$ cat config.mk
export PLATFORM = sky130hd
export DESIGN_NAME = rv_tapped_shift_register
export DESIGN_NICKNAME = d
export VERILOG_FILES = /design/src/rtl/rv_tapped_shift_register.sv
export SDC_FILE = /design/constraint.sdc
export NUM_CORES = 1
export LEC_CHECK = 0
export BUFFER_PORTS_ARGS = -buffer_cell sky130_fd_sc_hd__buf_2
export CAP_MARGIN = 25
export CORE_ASPECT_RATIO = 1.5
export CORE_MARGIN = 2
export CORE_UTILIZATION = 35
export DETAILED_ROUTE_END_ITERATION = 7
export PLACE_DENSITY = 0.65
export RECOVER_POWER = 100
export SKIP_CTS_REPAIR_TIMING = 1
export SYNTH_ARGS = -nofsm -noshare
export SYNTH_HDL_FRONTEND = slang
export SYNTH_SLANG_ARGS = --single-unit
$ cat constraint.sdc
create_clock -name clk -period 2.2 [get_ports clk]
set_input_delay 0.22 -clock clk [delete_from_list [all_inputs] [get_ports clk]]
set_output_delay 0.22 -clock clk [all_outputs]
set_load 0.02 [all_outputs]
$ cat src/rtl/rv_tapped_shift_register.sv
// Multi-lane delay line with per-stage valid bits, a runtime-selectable output tap,
// synchronous flush and a registered occupancy counter.
module rv_tapped_shift_register #(
    parameter int DATAW  = 8,
    parameter int LANES  = 2,
    parameter int DEPTH  = 4,
    parameter int DEPTHW = (DEPTH > 1) ? $clog2(DEPTH) : 1
) (
    input  logic                     clk,
    input  logic                     reset,
    input  logic                     enable,
    input  logic                     flush,
    input  logic                     valid_in,
    input  logic [LANES*DATAW-1:0]   data_in,
    input  logic [DEPTHW-1:0]        tap_sel,
    output logic                     valid_out,
    output logic [LANES*DATAW-1:0]   data_out,
    output logic [DEPTHW:0]          count,
    output logic                     full,
    output logic                     empty
);

    localparam int BW   = LANES * DATAW;
    localparam int CNTW = DEPTHW + 1;

    // valid_in/data_in are only sampled on a cycle with enable=1 and flush=0;
    // there is no back-pressure, the stage at DEPTH-1 simply falls off the end.
    logic [DEPTH-1:0] valid_q;
    logic [BW-1:0]    data_q [DEPTH];
    logic [CNTW-1:0]  count_q;
    logic [DEPTHW-1:0] tap_idx;

    always_ff @(posedge clk) begin
        if (reset || flush) begin
            valid_q <= '0;
            count_q <= '0;
            for (int i = 0; i < DEPTH; i++) begin
                data_q[i] <= '0;
            end
        end else if (enable) begin
            valid_q[0] <= valid_in;
            data_q[0]  <= data_in;
            for (int i = 1; i < DEPTH; i++) begin
                valid_q[i] <= valid_q[i-1];
                data_q[i]  <= data_q[i-1];
            end
            // Entry and exit in the same advance cancel out.
            count_q <= count_q + CNTW'(valid_in) - CNTW'(valid_q[DEPTH-1]);
        end
    end

    always_comb begin
        tap_idx = tap_sel;
        if (32'(tap_sel) >= DEPTH) begin
            tap_idx = DEPTHW'(DEPTH - 1);
        end
    end

    always_comb begin
        valid_out = valid_q[tap_idx];
        data_out  = data_q[tap_idx];
    end

    assign count = count_q;
    assign full  = (count_q == CNTW'(DEPTH));
    assign empty = (count_q == '0);

endmodule

==> metrics.log <==
[metrics] data required time at the worst endpoint: 2.42 ns
[metrics] grt ovf: 0
[metrics] vias in the first global route: 1652
[metrics] total via count after detailed routing: 1665
[metrics] Critical Path Sink Type: flop
[metrics] internal power consumption: 2591 µW
[metrics] Fin. Hold Viols: 0
[metrics] die width: 81.79 µm
[metrics] root cell of the clock tree: sky130_fd_sc_hd__clkbuf_16
[metrics] pin slew with the least headroom to its limit: 1.436 ns
[metrics] Boundary Pins: 45
[metrics] Synth cell types: 19
[metrics] maximum resistive drop on vdd: 0.0003987 V
[metrics] min cycle time layout: 1.952 ns
[metrics] leading cell types by total area after synthesis: sky130_fd_sc_hd__edfxtp_1, sky130_fd_sc_hd__and2_1, sky130_fd_sc_hd__mux4_2
[metrics] remaining antenna violation count after routing: 0
[metrics] sequential share of power: 0.478
[metrics] Fmax achieved: 512.3 MHz
[metrics] Pre-Repair DR Iteration Count: 2
[metrics] overall power after layout: 3255 µW
[metrics] number of buffers created by CTS: 9
[metrics] num rows: 42
[metrics] initial antenna violation count: 0
[metrics] number of nets in the layout: 265
[metrics] Static Leakage: 0.001469 µW
[metrics] final clock skew: 0.003026 ns
[metrics] startpoint kind of the worst setup timing path: flop
[metrics] YS warnings: 0
[metrics] Starting Density: 0.3598
[metrics] proportion of layout cells with a drive suffix above 1: 0.2428
[metrics] final instance area: 3726 µm²
[metrics] path type of the worst setup path: reg -> reg
[metrics] first-iteration detailed-routing DRC count: 77
[metrics] depth of the CTS H-tree: 3
[metrics] result of the run: finished, final reports clean
[metrics] share of Yosys cell area claimed by the top area cell type: 0.6050
[metrics] syn avg cell area: 16.46 µm²
[metrics] Die Height: 120.7 µm
[metrics] cell type with the highest aggregate area in the netlist: sky130_fd_sc_hd__edfxtp_1
[metrics] critical path peak fanout: 5
[metrics] instance area at placement: 3467 µm²
[metrics] Period Utilization, post-route: 0.8873
[metrics] Arr. time, crit path: 2.17 ns
[metrics] final max-slew violation count: 0
[metrics] Slew HR: 0.04274
[metrics] total nets after synthesis: 219
[metrics] areal power density over the cells: 873.5 nW/µm²
[metrics] clock tree from TritonCTS: built
[metrics] hold crit path type: in -> reg
[metrics] Total Wirelength: 5.329 mm
[metrics] final count of negative-setup-slack endpoints: 0
[metrics] leading cell type in the layout, fill and taps excluded: sky130_fd_sc_hd__edfxtp_1
[metrics] Syn Inst Count: 193
[metrics] clock-pin slew reported for the worst setup and hold paths after clock tree synthesis: 0.05 ns
[metrics] RSZ-0062 raised after global routing: no
[metrics] post-synthesis instance area: 3177 µm²
[metrics] sequential area share after synthesis: 0.6491
[metrics] clock buffer depth: 2
[metrics] clock insertion delay at the later pin of the skew report: 0.33 ns
[metrics] highest-count cells in the layout ignoring fill and taps: sky130_fd_sc_hd__edfxtp_1, sky130_fd_sc_hd__and2_1, sky130_fd_sc_hd__and2_0
[metrics] number of remaining DRC errors: 0
[metrics] final weighted congestion of routability-driven global placement: 0.6647
[metrics] maximum number of pins on one net before global-route repair: 65
[metrics] Comb pwr share: 0.061
[metrics] drt wl/cell: 15.10 µm
[metrics] wire length of the first global-routing pass: 8.590 mm
[metrics] number of port buffers: 44
[metrics] number of fill cells in the layout: 830
[metrics] clock network power share: 0.460
[metrics] Post-DP HPWL: 3.187 mm
[metrics] Tot GR Track Use: 0.1203
[metrics] Sw Share: 0.2039
[metrics] Die Area: 9870 µm²
[metrics] Vias/cell: 4.717
[metrics] flops & latches, synth: 71
[metrics] setup_tns: 0 ns
[metrics] final antenna diode count: 0
[metrics] Max Cap Viol: 0
[metrics] power spent charging and discharging nets: 663.7 µW
[metrics] Area Overhead vs Synth: 17.29%
[metrics] core region area: 8828 µm²
[metrics] # clock sinks: 71
power by group through the flow:
| stage | Clock [µW] | Sequential (µW) | Combinational (µW) |
|---|---|---|---|
| after CTS | 1540 | 1560 | 214 |
| final | 1500 | 1560 | 199 |
| after detailed placement | 0 | 1580 | 213 |
| after global routing | 1580 | 1570 | 218 |
| after floorplan | 0 | 1570 | 153 |
| after global placement | 0 | 1580 | 212 |
routing by layer:
layer  wire, µm  track usage  share of wire
met5          0            0              0
met4        149      0.07500          0.028
met3        236      0.03284          0.044
met2       2538       0.1697           0.48
met1       2405       0.1623           0.45
worst paths after layout:
kind | from | endpoint | slack (ns) | cells after the start
setup reg to reg | count[0] | count[2] | 0.25 | 9
hold / removal | valid_in | valid_q[0] | 0.15 | 3
hold reg to reg | valid_q[2] | valid_q[3] | 0.52 | 2
setup / recovery | count[0] | count[2] | 0.25 | 9
critical path: stages (launching register included):
cell                       delay [ns]
sky130_fd_sc_hd__dfxtp_1         0.38
sky130_fd_sc_hd__inv_1           0.06
sky130_fd_sc_hd__ha_1            0.28
sky130_fd_sc_hd__inv_1           0.05
sky130_fd_sc_hd__ha_1            0.13
sky130_fd_sc_hd__inv_1           0.05
sky130_fd_sc_hd__fa_1            0.37
sky130_fd_sc_hd__xor2_1          0.19
sky130_fd_sc_hd__a211oi_1        0.10
sky130_fd_sc_hd__a31o_2          0.24
flip-flops by register name (all words and copies together) (netlist names):
register,flops
data_q,64
count,3
valid_q,4
Yosys cell counts (all sizes together):
master,n
xor2,1
ha,2
or3,1
nor2,8
clkbuf,1
and2,64
a211oi,2
buf,11
a31o,1
inv,5
dfxtp,7
edfxtp,64
fa,1
nor3,2
or2,1
mux2i,5
mux4,17
cells by family after synthesis:
group	share of synthesized area
compound gates	0.007482
xor+xnor	0.002757
fa+ha+maj	0.01418
buf+inv	0.04254
flops	0.6491
mux	0.1363
simple gates	0.1477
area by class of cell:
class	count	area [µm²]	area share
flip-flops and latches	71	2062	0.5534
multi-input cells	105	980.9	0.2633
clock buffers	10	229.0	0.06145
repair buffers	47	224.0	0.06011
well taps	110	137.6	0.03694
clock inverters	5	73.82	0.01981
inverters	5	18.77	0.005037
stage by stage:
stage | hold slack [ns] | setup slack [ns] | util | instances
floorplan | 0.3672 | 0.2296 | - | 193
global placement | 0.4849 | 0.3197 | 0.3927 | 338
detailed placement | 0.4875 | 0.2576 | 0.3927 | 338
CTS | 0.1413 | 0.2567 | 0.4270 | 353
global route | 0.1624 | 0.1110 | 0.4221 | 353
finish | 0.1548 | 0.2479 | 0.4221 | 353
No activity file was read; power rests on OpenSTA's default activity.
